==> src/rtl/mul_sequencer_pkg.sv <==
// Shared definitions for the add/shift multiply sequencer: ALU opcodes,
// default datapath width and the sequencer state encoding.
package mul_sequencer_pkg;

  localparam int WIDTH_DEFAULT = 32;

  localparam logic [3:0] ALU_OP_ADD = 4'b0000;
  localparam logic [3:0] ALU_OP_SUB = 4'b0010;

  typedef enum logic [1:0] {
    IDLE = 2'd0,
    ITER = 2'd1,
    DONE = 2'd2
  } state_e;

endpackage

==> src/rtl/mul_sequencer.sv <==
// Iterative add/shift multiplier (MUL / MLA) that borrows an external shared
// ALU for its additions; one multiplier bit is retired per ITER cycle.
module mul_sequencer
  import mul_sequencer_pkg::*;
#(
  parameter int WIDTH = WIDTH_DEFAULT,
  parameter int ITERS = WIDTH
) (
  input  logic             clk,
  input  logic             reset,
  input  logic             start,
  input  logic             accumulate,
  input  logic [WIDTH-1:0] op_a,
  input  logic [WIDTH-1:0] op_b,
  input  logic [WIDTH-1:0] acc_in,
  output logic             busy,
  output logic             done,
  output logic [WIDTH-1:0] result,
  output logic             n_flag,
  output logic             z_flag,
  output logic [WIDTH-1:0] alu_a,
  output logic [WIDTH-1:0] alu_b,
  output logic [3:0]       alu_op,
  output logic             alu_cin,
  input  logic [WIDTH-1:0] alu_result
);

  localparam int CW = $clog2(ITERS) + 1;
  localparam logic [CW-1:0] LAST_COUNT = CW'(ITERS - 1);

  state_e           state_r;
  state_e           state_next_s;
  logic [WIDTH-1:0] prod_r;
  logic [WIDTH-1:0] mcand_r;
  logic [WIDTH-1:0] mplier_r;
  logic [CW-1:0]    count_r;
  logic [WIDTH-1:0] result_r;
  logic             n_flag_r;
  logic             z_flag_r;
  logic             busy_r;
  logic             done_r;
  logic             accept_s;

  // A start coinciding with the done pulse belongs to the finished operation and is dropped.
  assign accept_s = start & ~done_r;

  // State register
  always_ff @(posedge clk) begin
    if (reset) begin
      state_r <= IDLE;
    end else begin
      state_r <= state_next_s;
    end
  end

  // Next-state logic: fixed ITERS-cycle iteration, no early exit
  always_comb begin
    state_next_s = state_r;
    case (state_r)
      IDLE: begin
        if (accept_s) begin
          state_next_s = ITER;
        end else begin
          state_next_s = IDLE;
        end
      end
      ITER: begin
        if (count_r == LAST_COUNT) begin
          state_next_s = DONE;
        end else begin
          state_next_s = ITER;
        end
      end
      DONE:    state_next_s = IDLE;
      default: state_next_s = IDLE;
    endcase
  end

  // ALU drive: always prod + mcand; the sum is only consumed in ITER
  always_comb begin
    alu_a   = prod_r;
    alu_b   = mcand_r;
    alu_op  = ALU_OP_ADD;
    alu_cin = 1'b0;
  end

  // Datapath and registered status outputs
  always_ff @(posedge clk) begin
    if (reset) begin
      prod_r   <= {WIDTH{1'b0}};
      mcand_r  <= {WIDTH{1'b0}};
      mplier_r <= {WIDTH{1'b0}};
      count_r  <= {CW{1'b0}};
      result_r <= {WIDTH{1'b0}};
      n_flag_r <= 1'b0;
      z_flag_r <= 1'b0;
      busy_r   <= 1'b0;
      done_r   <= 1'b0;
    end else begin
      busy_r <= (state_next_s == ITER);
      done_r <= (state_r == DONE);
      case (state_r)
        IDLE: begin
          if (accept_s) begin
            mcand_r  <= op_a;
            mplier_r <= op_b;
            prod_r   <= accumulate ? acc_in : {WIDTH{1'b0}};
            count_r  <= {CW{1'b0}};
          end
        end
        ITER: begin
          if (mplier_r[0]) begin
            prod_r <= alu_result;
          end
          mcand_r  <= mcand_r << 1;
          mplier_r <= mplier_r >> 1;
          count_r  <= count_r + CW'(1);
        end
        DONE: begin
          result_r <= prod_r;
          n_flag_r <= prod_r[WIDTH-1];
          z_flag_r <= (prod_r == {WIDTH{1'b0}});
        end
        default: begin
          count_r <= {CW{1'b0}};
        end
      endcase
    end
  end

  assign busy   = busy_r;
  assign done   = done_r;
  assign result = result_r;
  assign n_flag = n_flag_r;
  assign z_flag = z_flag_r;

endmodule

==> config.mk <==
export PLATFORM = sky130hd
export DESIGN_NAME = mul_sequencer
export DESIGN_NICKNAME = d
export VERILOG_FILES = /design/src/rtl/mul_sequencer_pkg.sv /design/src/rtl/mul_sequencer.sv
export SDC_FILE = /design/constraint.sdc
export NUM_CORES = 1
export LEC_CHECK = 0
export CORE_MARGIN = 2
export CORE_UTILIZATION = 43
export CTS_CLUSTER_SIZE = 8
export DETAILED_ROUTE_END_ITERATION = 16
export GPL_TIMING_DRIVEN = 0
export HOLD_SLACK_MARGIN = 0.15
export PLACE_DENSITY = 0.77
export SYNTH_ARGS = -nofsm -noshare
export SYNTH_HDL_FRONTEND = slang
export SYNTH_SLANG_ARGS = --single-unit
==> constraint.sdc <==
create_clock -name clk -period 1.65 [get_ports clk]
set_input_delay 0.33 -clock clk [delete_from_list [all_inputs] [get_ports clk]]
set_output_delay 0.33 -clock clk [all_outputs]
set_load 0.03 [all_outputs]
==> results of run 1 <==
[how the worst max path moves through the flow]
stage	startpoint	end	slack, ns	cells after the start
2_1_floorplan	done	alu_b[25]	0.07	5
3_3_place_gp	start	alu_b[16]	-0.82	6
3_5_place_dp	start	alu_b[26]	-0.76	6
4_1_cts	state_r[1]	alu_b[20]	-0.008	6
5_1_grt	start	mplier_r[7]	-0.03	6
6_report	alu_a[30]	alu_a[30]	0.03	1
[area by class of cell]
cell class / count / area (um^2) / area share
Timing Repair Buffer: 237 / 2230 / 0.246
Inverter: 1 / 3.75 / 0.000414
Tap cell: 176 / 220 / 0.0243
Clock inverter: 7 / 62.6 / 0.00689
Clock buffer: 25 / 505 / 0.0557
Buffer: 74 / 455 / 0.0502
Multi-Input combinational cell: 538 / 2810 / 0.310
Sequential cell: 139 / 2790 / 0.307
[placed cells by master, fill, tap and decap left out, types with 8 or more instances in the layout]
| master | synthesis | final |
|---|---|---|
| a21oi_1 | 40 | 40 |
| a311oi_1 | 83 | 80 |
| a311oi_2 | 11 | 14 |
| buf_4 | 6 | 16 |
| clkbuf_1 | 48 | 24 |
| clkbuf_16 | 0 | 17 |
| clkbuf_2 | 0 | 18 |
| clkbuf_4 | 0 | 8 |
| clkdlybuf4s50_1 | 0 | 130 |
| dfxtp_1 | 139 | 138 |
| dlygate4sd2_1 | 0 | 100 |
| nand2_1 | 225 | 225 |
| nand3_1 | 34 | 34 |
| nor2_1 | 105 | 105 |
| nor4_1 | 9 | 9 |
[repair_timing]
item                       4_1_cts  5_1_grt
setup buffers                    3        2
pin swaps                        2        6
setup endpoints to repair      200      109
cloned                           0        2
gates resized for setup        133       48
[kinds of logic (layout without fill, tap and decap cells)]
| family | after synthesis | count (layout) | synth area share |
|---|---|---|---|
| AND/OR/NAND/NOR | 388 | 388 | 0.267 |
| flip-flops | 139 | 139 | 0.474 |
| buffers and inverters | 75 | 344 | 0.0596 |
| AO/OA/AOI/OAI | 144 | 144 | 0.197 |
| adder cells (fa/ha/maj) | 1 | 1 | 0.00213 |
| other | 1 | 5 | 0.000638 |
[synthesized netlist by cell type]
library cell,number,share of area
nand2_1,225,0.14
a21o_1,1,0.0013
dfxtp_1,139,0.47
a21oi_2,1,0.0015
buf_6,4,0.0077
inv_2,1,0.00064
a21oi_1,40,0.034
nor4_1,9,0.0096
buf_1,3,0.0019
o21a_1,1,0.0013
a211oi_1,1,0.0013
nand3_1,34,0.029
nand4_1,2,0.0021
nor2_1,105,0.067
a311oi_1,83,0.12
a31oi_1,1,0.0011
nand3b_1,1,0.0013
buf_2,13,0.011
conb_1,1,0.00064
o21ai_0,4,0.0034
nand2b_1,5,0.0053
buf_4,6,0.0077
a22oi_1,1,0.0013
a311oi_2,11,0.028
ha_1,1,0.0021
nor4b_2,1,0.0026
clkbuf_1,48,0.031
or3_1,2,0.0021
and3_1,1,0.0011
nor2b_1,3,0.0032
[through the flow]
stage	setup WS (ns)	std cells	total power, uW
floorplan	0.0718	752	4840
CTS	-0.00761	1193	9280
global placement	-0.823	1158	5690
detailed placement	-0.761	1158	5710
finish	0.0270	1197	9300
global route	-0.0287	1197	9640
[per-layer routing]
layer	wire length, um	up-vias	part of all wire
met3	1700	30	0.086
li1	-	3123	-
met1	8500	3021	0.43
met5	0	-	0
met2	9110	242	0.46
met4	382	0	0.019
[power by group]
part	switching, uW	internal [uW]
Sequential	195	3590
Clock	1410	2260
Combinational	1040	799
Total	2650	6650
[flip-flops by register name, summed over array words and instances, names as in the netlist]
name and flops:
busy 1, alu_b 32, result 32, z_flag 1, alu_a 32, mplier_r 32
state_r 2, count_r 6, done 1
==> results.md, run 1 <==
- Met2 Track Usage GR: 0.430
- Final min period: 1.62 ns
- Slowest cell on crit path: dfxtp_1
- Sequential-to-total area share from yosys stat: 0.474
- Clock slew at reported path FFs: 0.06 ns
- Reg2reg end: alu_a[20]
- Final net count: 1,141
- VDD IR max: 681 uV
- Hold-fix buffers at CTS: 0
- I/O pins: 237
- Hold path endpoint: z_flag
- Arr. time, crit path: 1.29 ns
- Fraction of layout cells with a size suffix above 1: 0.106
- Fillers: 1,174
- Cell Area, Synth: 0.00588 mm^2
- Req. time, crit path: 1.32 ns
- TritonCTS clock tree: yes
- Initial antenna violation count: 0
- GRT Total Usage: 0.266
- Tcrit/Tclk final: 0.984
- Synthesized area per cell: 7.86 um^2
- Final Setup Violations: 0
- Vias: 6,416
- CP Capture Type: primary output
- HPWL after detailed placement: 14,100 um
- Slew margin rel.: 0.569
- CP bufs+invs: 1
- Number of routed nets with antenna violations: 0
- Number of cell rows: 42
- Number of remaining DRC errors: 0
- Min-Delay Startpoint: reset
- Worst Reg-to-Reg Cells: 8
- Hold crit path type: input port to register
- Wire per inst: 16.5 um
- Post-Syn Instances: 748
- Initial drt markers: 428
- CTS buffer count: 17
- Grt met1 use: 0.341
- Drt pass-1 iters: 4
- R2R Path Start: state_r[1]
- First-pass GRT wire length: 30,800 um
- Crit path cell chain: dlygate4sd2_1
- Drt total wl: 19,700 um
- Starting density of the core: 0.442
- Slew at the pin with the worst max-slew slack: 0.647 ns
- Die X: 121 um
- Clock latency on the worst-skew pair: 0.42 ns
- Cell chosen for the clock root: clkbuf_16
- #FFs+latches synth: 139
- Post-layout util: 0.683
- CP max stage delay: 0.44 ns
- Gpl congestion: 0.836
- Pwr dens: 1020 mW/mm^2
- Pleak: 0.00383 uW
- Final hold violation count: 0
- Post-route cell area: 0.00907 mm^2
- Fmax: 616 MHz
- Maximum level of the CTS H-tree: 4
- Placed Instance Area: 0.00841 mm^2
- Status: complete, no violations
- Core Footprint: 0.0133 mm^2
- Area Overhead vs Synth: 54.5%
- Max Cap Viol: 0
- RSZ-0062 raised after global routing: yes
- Netlist cell types: 30
- Final hold slack: 0.351 ns
- CTS max path bufs: 2
- Avg Vias per Cell: 5.36
- Met3 usage: 0.0686
- TNS Setup: 0 ns
- Grt peak-use layer: met2
- Port Buffers: 230
- CP Max Fanout: 4
- Max Transition Viols Final: 0
- Die height: 121 um
- Kind of critical path: register to primary output
- Die area: 0.0146 mm^2
- Yosys warning count: 0
- Largest net degree at the start of global routing: 17
- Hold Path Depth: 2
- CTS Sinks: 139
- Diodes inserted: 0
- Vias in the first global route: 6,058
- Delay-heaviest family, CP: flip-flops
- CP Launch Type: register
- Setup slack, reg-to-reg: 0.07 ns
- Fin Clk Skew: 0.00431 ns
- GR Overflow Total: 0
Note: power is estimated with default switching activity, not from simulation.
==> run 2: changes to the inputs <==
--- a/config.mk
+++ b/config.mk
@@ -5,6 +5,7 @@
 export SDC_FILE = /design/constraint.sdc
 export NUM_CORES = 1
 export LEC_CHECK = 0
+export CORE_ASPECT_RATIO = 0.9
 export CORE_MARGIN = 2
 export CORE_UTILIZATION = 43
 export CTS_CLUSTER_SIZE = 8
==> results.md, run 2 (synthesized netlist as in run 1, its figures left out) <==
- Status: complete, no violations (unchanged)
- Die area: 0.0146 mm^2 (about the same)
- Die height: 115 um (was 121 um)
- Slew at the pin with the worst max-slew slack: 0.626 ns (was 0.647 ns)
- CP max stage delay: 0.47 ns (was 0.44 ns)
- Clk pwr share: 0.403 (was 0.395)
- Vias: 6,405 (was 6,416)
- CP Max Fanout: 4 (unchanged)
- Drt total wl: 19,600 um (was 19,700 um)
- Clock slew at reported path FFs: 0.06 ns (about the same)
- Hold crit path type: input port to register (unchanged)
- Final WS setup: 0.0338 ns (was 0.0270 ns)
- Slowest cell on crit path: dlygate4sd2_1 (was dfxtp_1)
- GR Overflow Total: 0 (unchanged)
- Hold-fix buffers at CTS: 0 (unchanged)
- Maximum level of the CTS H-tree: 4 (unchanged)
- CTS max path bufs: 2 (unchanged)
- Slew margin rel.: 0.583 (was 0.569)
- NetSw: 2680 uW (was 2650 uW)
- Arr. time, crit path: 1.29 ns (about the same)
- Final hold violation count: 0 (unchanged)
- Final min period: 1.62 ns (about the same)
- Layout Cells excl Fill: 1,189 (was 1,197)
- Diodes inserted: 0 (unchanged)
- GRT Total Usage: 0.268 (was 0.266)
- HPWL after detailed placement: 14,100 um (about the same)
- Clock latency on the worst-skew pair: 0.42 ns (about the same)
- I/O pins: 237 (unchanged)
- Delay-heaviest family, CP: buffers and inverters (was flip-flops)
- Tcrit/Tclk final: 0.980 (was 0.984)
- Fin Clk Skew: 0.00429 ns (was 0.00431 ns)
- Avg Vias per Cell: 5.39 (was 5.36)
- TNS Setup: 0 ns (unchanged)
- Wire per inst: 16.5 um (about the same)
- VDD IR max: 867 uV (was 681 uV)
- CTS buffer count: 17 (unchanged)
- Fillers: 1,206 (was 1,174)
- Die X: 127 um (was 121 um)
- CP bufs+invs: 1 (unchanged)
- Post-route cell area: 0.00906 mm^2 (was 0.00907 mm^2)
- Largest net degree at the start of global routing: 17 (unchanged)
- Pwr dens: 1040 mW/mm^2 (was 1020 mW/mm^2)
- Kind of critical path: register to primary output (unchanged)
- CP Capture Type: primary output (unchanged)
- Sw Ratio: 0.284 (was 0.285)
- Pleak: 0.00383 uW (about the same)
- Fraction of layout cells with a size suffix above 1: 0.108 (was 0.106)
- Area Overhead vs Synth: 54.2% (was 54.5%)
- First-pass GRT wire length: 30,900 um (was 30,800 um)
- Gpl congestion: 0.829 (was 0.836)
- Vias in the first global route: 6,080 (was 6,058)
- Post-layout util: 0.678 (was 0.683)
- Cell chosen for the clock root: clkbuf_16 (unchanged)
- Initial drt markers: 443 (was 428)
- Pre-CTS WS: -0.711 ns (was -0.761 ns)
- Cell total after placement: 1,150 (was 1,158)
- TritonCTS clock tree: yes (unchanged)
- Number of remaining DRC errors: 0 (unchanged)
- Core Footprint: 0.0134 mm^2 (was 0.0133 mm^2)
- Initial antenna violation count: 0 (unchanged)
- Drt pass-1 iters: 5 (was 4)
- Final net count: 1,141 (unchanged)
- Share of power burned in registers: 0.402 (was 0.407)
- Number of cell rows: 40 (was 42)
- Starting density of the core: 0.440 (was 0.442)
- Commonest non-fill, non-tap cell in the layout: nand2_1 (unchanged)
- Most frequent cells in the layout: 225 x nand2_1, 138 x dfxtp_1, 130 x clkdlybuf4s50_1 (unchanged)
- Crit path cell chain: dlygate4sd2_1 (unchanged)
- Req. time, crit path: 1.32 ns (about the same)
- Placed Instance Area: 0.00840 mm^2 (was 0.00841 mm^2)
- Multi-input logic area: 0.00281 mm^2 (about the same)
- Power share of the combinational group: 0.195 (was 0.198)
- Pint: 6760 uW (was 6650 uW)
- CTS Sinks: 139 (unchanged)
- Register area: 0.00279 mm^2 (unchanged)
- Final Setup Violations: 0 (unchanged)
- Max Cap Viol: 0 (unchanged)
- Port Buffers: 230 (unchanged)
- Max Transition Viols Final: 0 (unchanged)
- Fmax: 619 MHz (was 616 MHz)
- CP Launch Type: register (unchanged)
- Number of routed nets with antenna violations: 0 (unchanged)
[run 2: changes by cell type in the layout (fill, tap and decap cells not counted), moves of 2 or more]
cell,before,now
buf_6,6,3
buf_2,6,10
clkdlybuf4s15_1,0,2
clkbuf_2,18,22
dlygate4sd2_1,100,97
clkbuf_1,24,22
clkbuf_8,6,4
clkbuf_4,8,4
[run 2: metrics by stage]
stage,power [uW],hold WS [ns]
5_1_grt,9810,0.363
6_report,9440,0.337
3_5_place_dp,5720,0.446
4_1_cts,9390,0.342
2_1_floorplan,4840,0.446
3_3_place_gp,5700,0.442
[run 2: worst paths after layout]
check	start	end	slack (ns)	cells past startpoint
max	alu_a[0]	alu_a[0]	0.03	1
max reg2reg	alu_a[21]	z_flag	0.07	4
min reg2reg	result[11]	result[11]	0.45	2
min	reset	result[31]	0.34	2
[run 2: area by class of cell]
type,instances,share of cell area
Tap cell,168,0.0232
Buffer,74,0.0476
Clock buffer,24,0.0543
Sequential cell,139,0.308
Inverter,1,0.000414
Clock inverter,8,0.00994
Timing Repair Buffer,237,0.247
Multi-Input combinational cell,538,0.310
[run 2: power by group through the flow]
stage / Combinational [uW] / Clock, uW / Sequential (uW)
after floorplan: 724 / 0 / 4110
after global routing: 1980 / 4000 / 3820
after global placement: 1840 / 0 / 3860
final: 1840 / 3810 / 3790
after CTS: 1790 / 3820 / 3790
after detailed placement: 1850 / 0 / 3860
[run 2: metal layers]
layer | part of all wire | GRT usage | up-vias
met1 | 0.42 | 0.338 | 2942
li1 | - | - | 3114
met3 | 0.095 | 0.0884 | 25
met5 | 0 | 0 | -
met4 | 0.015 | 0.0835 | 0
met2 | 0.47 | 0.438 | 324
[run 2: what timing repair did]
item / in CTS / in global routing
buffers inserted: 1 / 5
resized for setup: 132 / 48
pin swaps: 2 / 3
gates cloned: 0 / 1
endpoints found under the setup margin: 199 / 122
